[src/rtl/gravity_player_array.sv]
// gravity_player_array
// Shared gravity engine for up to eight players: per-player dead detection,
// gravity direction and movement, plus the IDLE/PLAY/OVER game sequencer.
// The engine advances only on the one-cycle frame tick.
module gravity_player_array #(
    parameter int NUM_PLAYERS = 4,
    parameter int NUM_LANES   = 3,
    parameter int H_WIDTH     = 9,
    parameter int H_MAX       = 479,
    parameter int LANE_BASE   = 40,
    parameter int LANE_PITCH  = 160,
    parameter int SPEED       = 4,
    parameter int SPAWN_H     = 200
) (
    input  logic                             clk,
    input  logic                             reset,
    input  logic                             tick,
    input  logic                             start,
    input  logic [NUM_PLAYERS-1:0]           en,
    input  logic [NUM_PLAYERS-1:0]           toggle,
    input  logic [NUM_PLAYERS*NUM_LANES-1:0] lanes,
    output logic [NUM_PLAYERS*H_WIDTH-1:0]   height,
    output logic [NUM_PLAYERS-1:0]           grav_dir,
    output logic [NUM_PLAYERS-1:0]           alive,
    output logic                             enable_board,
    output logic                             game_over,
    output logic [2:0]                       winner,
    output logic                             winner_valid
);

    // Geometry constants widened to 32 bits so that h+SPEED and the lane
    // heights of high lane indices can never wrap.
    localparam logic [31:0]        LANE_Y0 = 32'(LANE_BASE);
    localparam logic [31:0]        LANE_DY = 32'(LANE_PITCH);
    localparam logic [31:0]        STEP    = 32'(SPEED);
    localparam logic [31:0]        TOP     = 32'(H_MAX);
    localparam logic [H_WIDTH-1:0] SPAWN_V = H_WIDTH'(SPAWN_H);

    typedef enum logic [1:0] {
        ST_IDLE = 2'd0,
        ST_PLAY = 2'd1,
        ST_OVER = 2'd2
    } state_t;

    state_t                              r_state;
    state_t                              w_next_state;

    logic [NUM_PLAYERS-1:0][H_WIDTH-1:0] r_height;
    logic [NUM_PLAYERS-1:0][H_WIDTH-1:0] w_height_step;
    logic [NUM_PLAYERS-1:0]              r_grav;
    logic [NUM_PLAYERS-1:0]              w_grav_step;
    logic [NUM_PLAYERS-1:0]              r_alive;
    logic [NUM_PLAYERS-1:0]              w_alive_step;
    logic [NUM_PLAYERS-1:0]              r_pend;
    logic [NUM_PLAYERS-1:0]              w_pend_eff;
    logic [NUM_PLAYERS-1:0]              r_tog_q;
    logic                                r_multi;
    logic                                r_enable_board;
    logic                                r_game_over;
    logic [2:0]                          r_winner;
    logic                                r_winner_valid;
    logic [3:0]                          w_alive_cnt;
    logic [2:0]                          w_alive_idx;
    logic                                w_start_ok;
    logic                                w_sole_survivor;

    // Number of set bits in a player vector (at most eight players).
    function automatic logic [3:0] f_popcount(input logic [NUM_PLAYERS-1:0] v);
        logic [3:0] cnt;
        cnt = 4'd0;
        for (int i = 0; i < NUM_PLAYERS; i++) begin
            cnt = cnt + {3'b000, v[i]};
        end
        return cnt;
    endfunction

    // Index of the highest set bit; only meaningful when exactly one bit is set.
    function automatic logic [2:0] f_last_index(input logic [NUM_PLAYERS-1:0] v);
        logic [2:0] idx;
        idx = 3'd0;
        for (int i = 0; i < NUM_PLAYERS; i++) begin
            if (v[i]) begin
                idx = 3'(i);
            end
        end
        return idx;
    endfunction

    // One frame of motion for one alive player.
    // Returns {survives, new_dir, new_height}.
    // A player that flips this tick pushes off the lane it stands on, so that
    // lane is not a landing candidate for the move that follows the flip.
    function automatic logic [H_WIDTH+1:0] f_step(
        input logic [H_WIDTH-1:0]   h,
        input logic                 dir,
        input logic                 pend,
        input logic [NUM_LANES-1:0] lb
    );
        logic [31:0]        hx;
        logic [31:0]        ly;
        logic [31:0]        best;
        logic               grounded;
        logic               flip;
        logic               d;
        logic               found;
        logic               survives;
        logic [H_WIDTH-1:0] nh;
        hx       = 32'(h);
        grounded = 1'b0;
        for (int k = 0; k < NUM_LANES; k++) begin
            ly = LANE_Y0 + LANE_DY * 32'(k);
            if (lb[k] && (ly == hx)) begin
                grounded = 1'b1;
            end
        end
        flip  = grounded & pend;
        d     = dir ^ flip;
        found = 1'b0;
        best  = 32'd0;
        for (int k = 0; k < NUM_LANES; k++) begin
            ly = LANE_Y0 + LANE_DY * 32'(k);
            if (lb[k] && !(flip && (ly == hx))) begin
                if (!d) begin
                    if ((ly <= hx) && (ly + STEP >= hx) && (!found || (ly > best))) begin
                        found = 1'b1;
                        best  = ly;
                    end
                end else begin
                    if ((ly >= hx) && (ly <= hx + STEP) && (!found || (ly < best))) begin
                        found = 1'b1;
                        best  = ly;
                    end
                end
            end
        end
        survives = 1'b1;
        nh       = h;
        if (found) begin
            nh = H_WIDTH'(best);
        end else if (!d) begin
            if (hx < STEP) begin
                survives = 1'b0;
            end else begin
                nh = H_WIDTH'(hx - STEP);
            end
        end else begin
            if (hx + STEP > TOP) begin
                survives = 1'b0;
            end else begin
                nh = H_WIDTH'(hx + STEP);
            end
        end
        return {survives, d, nh};
    endfunction

    // Per-player tick result plus the pending-toggle view including this cycle's edge.
    always_comb begin
        w_pend_eff    = r_pend | (toggle & ~r_tog_q);
        w_height_step = r_height;
        w_grav_step   = r_grav;
        w_alive_step  = r_alive;
        for (int i = 0; i < NUM_PLAYERS; i++) begin
            if (r_alive[i]) begin
                {w_alive_step[i], w_grav_step[i], w_height_step[i]} =
                    f_step(r_height[i], r_grav[i], w_pend_eff[i],
                           lanes[i*NUM_LANES +: NUM_LANES]);
            end else begin
                w_alive_step[i] = 1'b0;
            end
        end
    end

    // Game sequencer next-state; end of game is judged on the registered alive vector.
    always_comb begin
        w_alive_cnt     = f_popcount(r_alive);
        w_alive_idx     = f_last_index(r_alive);
        w_start_ok      = start & (|en);
        w_sole_survivor = r_multi & (w_alive_cnt == 4'd1);
        w_next_state    = r_state;
        case (r_state)
            ST_IDLE: begin
                if (w_start_ok) begin
                    w_next_state = ST_PLAY;
                end else begin
                    w_next_state = ST_IDLE;
                end
            end
            ST_PLAY: begin
                if ((w_alive_cnt == 4'd0) || w_sole_survivor) begin
                    w_next_state = ST_OVER;
                end else begin
                    w_next_state = ST_PLAY;
                end
            end
            ST_OVER: begin
                if (start) begin
                    w_next_state = ST_IDLE;
                end else begin
                    w_next_state = ST_OVER;
                end
            end
            default: begin
                w_next_state = ST_IDLE;
            end
        endcase
    end

    // Sequencer state register.
    always_ff @(posedge clk) begin
        if (reset) begin
            r_state <= ST_IDLE;
        end else begin
            r_state <= w_next_state;
        end
    end

    // Registered status flags and winner capture on the PLAY -> OVER transition.
    always_ff @(posedge clk) begin
        if (reset) begin
            r_enable_board <= 1'b0;
            r_game_over    <= 1'b0;
            r_winner       <= 3'd0;
            r_winner_valid <= 1'b0;
        end else begin
            r_enable_board <= (w_next_state == ST_PLAY);
            r_game_over    <= (w_next_state == ST_OVER);
            if ((r_state == ST_PLAY) && (w_next_state == ST_OVER)) begin
                r_winner_valid <= w_sole_survivor;
                if (w_sole_survivor) begin
                    r_winner <= w_alive_idx;
                end else begin
                    r_winner <= r_winner;
                end
            end else if (w_next_state == ST_IDLE) begin
                r_winner       <= 3'd0;
                r_winner_valid <= 1'b0;
            end else begin
                r_winner       <= r_winner;
                r_winner_valid <= r_winner_valid;
            end
        end
    end

    // Player datapath: spawn in IDLE, tick-driven motion in PLAY, frozen in OVER.
    always_ff @(posedge clk) begin
        if (reset) begin
            r_height <= {NUM_PLAYERS{SPAWN_V}};
            r_grav   <= {NUM_PLAYERS{1'b0}};
            r_alive  <= {NUM_PLAYERS{1'b0}};
            r_pend   <= {NUM_PLAYERS{1'b0}};
            r_tog_q  <= {NUM_PLAYERS{1'b0}};
            r_multi  <= 1'b0;
        end else begin
            r_tog_q <= toggle;
            case (r_state)
                ST_IDLE: begin
                    r_height <= {NUM_PLAYERS{SPAWN_V}};
                    r_grav   <= {NUM_PLAYERS{1'b0}};
                    r_pend   <= {NUM_PLAYERS{1'b0}};
                    if (w_start_ok) begin
                        r_alive <= en;
                        r_multi <= (f_popcount(en) >= 4'd2);
                    end else begin
                        r_alive <= {NUM_PLAYERS{1'b0}};
                    end
                end
                ST_PLAY: begin
                    if (tick) begin
                        r_height <= w_height_step;
                        r_grav   <= w_grav_step;
                        r_alive  <= w_alive_step;
                        r_pend   <= {NUM_PLAYERS{1'b0}};
                    end else begin
                        r_pend   <= w_pend_eff;
                    end
                end
                ST_OVER: begin
                    if (start) begin
                        r_height <= {NUM_PLAYERS{SPAWN_V}};
                        r_grav   <= {NUM_PLAYERS{1'b0}};
                        r_alive  <= {NUM_PLAYERS{1'b0}};
                        r_pend   <= {NUM_PLAYERS{1'b0}};
                    end
                end
                default: begin
                    r_height <= {NUM_PLAYERS{SPAWN_V}};
                    r_grav   <= {NUM_PLAYERS{1'b0}};
                    r_alive  <= {NUM_PLAYERS{1'b0}};
                    r_pend   <= {NUM_PLAYERS{1'b0}};
                end
            endcase
        end
    end

    assign height       = r_height;
    assign grav_dir     = r_grav;
    assign alive        = r_alive;
    assign enable_board = r_enable_board;
    assign game_over    = r_game_over;
    assign winner       = r_winner;
    assign winner_valid = r_winner_valid;

endmodule

[config.mk]
export PLATFORM = sky130hd
export DESIGN_NAME = gravity_player_array
export DESIGN_NICKNAME = d
export VERILOG_FILES = /design/src/rtl/gravity_player_array.sv
export SDC_FILE = /design/constraint.sdc
export NUM_CORES = 1
export LEC_CHECK = 0
export ABC_AREA = 1
export BUFFER_PORTS_ARGS = -buffer_cell sky130_fd_sc_hd__buf_2
export CAP_MARGIN = 20
export CORE_MARGIN = 1
export CORE_UTILIZATION = 30
export CTS_CLUSTER_SIZE = 8
export DETAILED_ROUTE_END_ITERATION = 10
export PLACE_DENSITY = 0.55
export SYNTH_ARGS = -nofsm -noshare
export SYNTH_HDL_FRONTEND = slang
export SYNTH_SLANG_ARGS = --single-unit
[constraint.sdc]
create_clock -name clk -period 2.25 [get_ports clk]
set_input_delay 0.225 -clock clk [delete_from_list [all_inputs] [get_ports clk]]
set_output_delay 0.225 -clock clk [all_outputs]
set_load 0.005 [all_outputs]
==> results.yml <==
drt:
  initialDrtViolationCount: 346
  drc: 0
  vias_per_cell: 4.80
  ant_nets: 0
  first_pass_iters: 5
  num_vias: 6196
  wire_per_inst_um: 13.2
  wl_um: 17100
flow_run:
  cap_violations: 0
placement:
  dp_hpwl_um: 13600
  place_ws_ns: 0.00422
  io_buffers: 64
  place_congestion: 0.893
  dp.cells: 1280
timing:
  fmax_mhz: 466
  slew_headroom_pct: 58.5
  tightestPinTransition_ns: 0.622
  rsz0062_at_grt: "true"
  drv_slew: 0
  period_share_pct: 95.3
  skew_ns: 0.00691
  finalSetupViolCount: 0
  setup_slack_ns: 0.105
  finalSetupTns_ns: 0
  hold_viol: 0
  fin_crit_ns: 2.14
critical_path:
  reg2reg_from: "height[11]"
  cp-end-kind: "flop"
  cp.required_ns: 2.44
  crit_start: "height[11]"
  path_class: "flop to flop"
  crit_fanout: 4
  crit_arrival_ns: 2.33
  start_kind: "flop"
synthesis:
  synth_cells: 935
  synth_top_area_share_pct: 19.1
  synth_top_area_cell: "dfxtp_1"
  synth_edf_count: 0
  post-synth-top-count-cell: "nand2_1"
  ys_seq_area_share_pct: 19.1
  syn_area_sq_um: 5460
  ys_types: 47
  ys.flop_type: "dfxtp_1"
  async_flop_share_pct: 0
  ys_ff_latch: 52
  syn_area_per_cell_sq_um: 5.84
  ys_top_cells_by_count: "nand2_1, nand3_1, inv_1"
  synth_area_leaders: "dfxtp_1, nand2_1, nand3_1, inv_1, nor2_1"
  yosys_warnings: 0
pwr:
  vdd_ir_drop_max_v: 0.000332
  power_density_nw_per_um2: 668
  leakagePower_uw: 0.00349
cells_and_area:
  drive_gt1_share_pct: 29.6
  finalNonFillerCells: 1292
  finalNetCount: 1115
  diodes: 0
  areaGrowthSynthToFinish_pct: 28.8
global_routing:
  grt_antenna_before_repair: 0
  gr-total-overflow: 0
  grt_usage_pct: 18.4
  grt_start_max_net_pins: 33
  grt_pass1_wl_um: 27800
  first_global_vias: 5764
clock_tree:
  cts_tree: "built"
  clk_latency_ns: 0.29
  cts-root-buf: "clkbuf_16"
  cts_sinks: 52
  cts_made_buffers: 5
  htree_levels: 2
  path_clk_slew_ns: 0.07
  cts_buffer_depth: 2
  hold_buffers: 0
floorplanning:
  ios: 74
  rows: 48
  dieArea_sq_um: 18700
  die_y_um: 137
  coreArea_sq_um: 17500
  die_w_um: 137
  start_util_pct: 31.1
hold_path:
  hold_class: "input pin to flop"
  hold_start: "toggle[3]"
run_status:
  status: "complete, no violations"
## metrics by stage
stage / hold slack, ns / util (%) / power [uW] / cell area [sq um]
floorplan: 0.332 / - / 2820 / 5490
global placement: 0.460 / 37.0 / 3610 / 6490
detailed placement: 0.467 / 37.0 / 3600 / 6490
CTS: 0.156 / 38.1 / 4540 / 6680
global route: 0.162 / 40.1 / 5110 / 7030
finish: 0.161 / 40.1 / 4700 / 7030
## critical path, stage by stage, from the launching register on
cell and delay [ns]:
dfxtp_2 0.34, inv_2 0.05, ha_2 0.17, inv_2 0.06, nor2_4 0.12, nand3_2 0.11
inv_2 0.08, nand2_1 0.06, nand3_2 0.08, nand2_2 0.07, nand2_2 0.08, nand2_2 0.08
buf_6 0.13, nand2_1 0.05, nand2_1 0.05, nand2_1 0.08, nand2_1 0.07, nor2_2 0.16
nand3_1 0.09, nand2_1 0.07, nand2_1 0.04
## kinds of logic (layout without fill, tap and decap cells)
logic type | count (synthesis) | after routing | share of synthesized area [%]
simple gates | 533 | 533 | 44.3
buf+inv | 160 | 284 | 12.8
compound gates | 139 | 139 | 13.7
flops | 52 | 52 | 19.1
fa+ha+maj | 25 | 25 | 6.01
xor+xnor | 25 | 25 | 4.01
other cells | 1 | 9 | 0.0687
## routing by layer
layer	share of wire (%)	GRT usage, %
met1	49	25.6
met4	0.97	2.69
met2	46	31.0
met3	3.7	2.11
met5	0	0
## placed cells by master (no fill, tap or decap), types with 20 or more instances in the layout
cell type | synthesis | layout
a21oi_1 | 57 | 55
buf_2 | 9 | 64
buf_4 | 16 | 86
dfxtp_1 | 52 | 31
inv_1 | 107 | 97
inv_2 | 14 | 23
nand2_1 | 242 | 222
nand2_2 | 14 | 29
nand3_1 | 109 | 100
nand4_1 | 20 | 20
nor2_1 | 101 | 85
o21ai_0 | 51 | 47
## repair_timing
item	4_1_cts	5_1_grt
gates resized for setup	4	113
buffers inserted	0	4
pin swaps	0	28
setup endpoints to repair	2	35
## path summary, 6_finish.rpt
path	slack (ns)	endpoint	cells after the start
max	0.11	height[12]	20
min	0.16	r_tog_q[3]	3
max reg2reg	0.11	height[12]	20
min reg2reg	0.48	r_pend[0]	2
## registers in the layout (all words and copies together) (netlist names)
name and cells:
r_tog_q 4, grav_dir 4, alive 4, height 28, enable_board 1, game_over 1, winner_valid 1, r_state 2
r_multi 1, r_pend 4, winner 2
## cell type report
type | instances | area, sq um
repair buffers | 152 | 988
clock inverters | 2 | 38.8
well taps | 225 | 282
fillers | 1949 | 10500
inverters | 124 | 474
clock buffers | 6 | 139
flip-flops and latches | 52 | 1070
multi-input cells | 731 | 4030
## where the power goes
part	leakage, uW	switching [uW]	internal [uW]	total, uW
logic	0.00297	1550	1030	2590
clock network	0.0000871	356	558	914
registers	0.000430	161	1040	1200
total	0.00349	2070	2630	4700
Note: power is estimated with default switching activity, not from simulation.
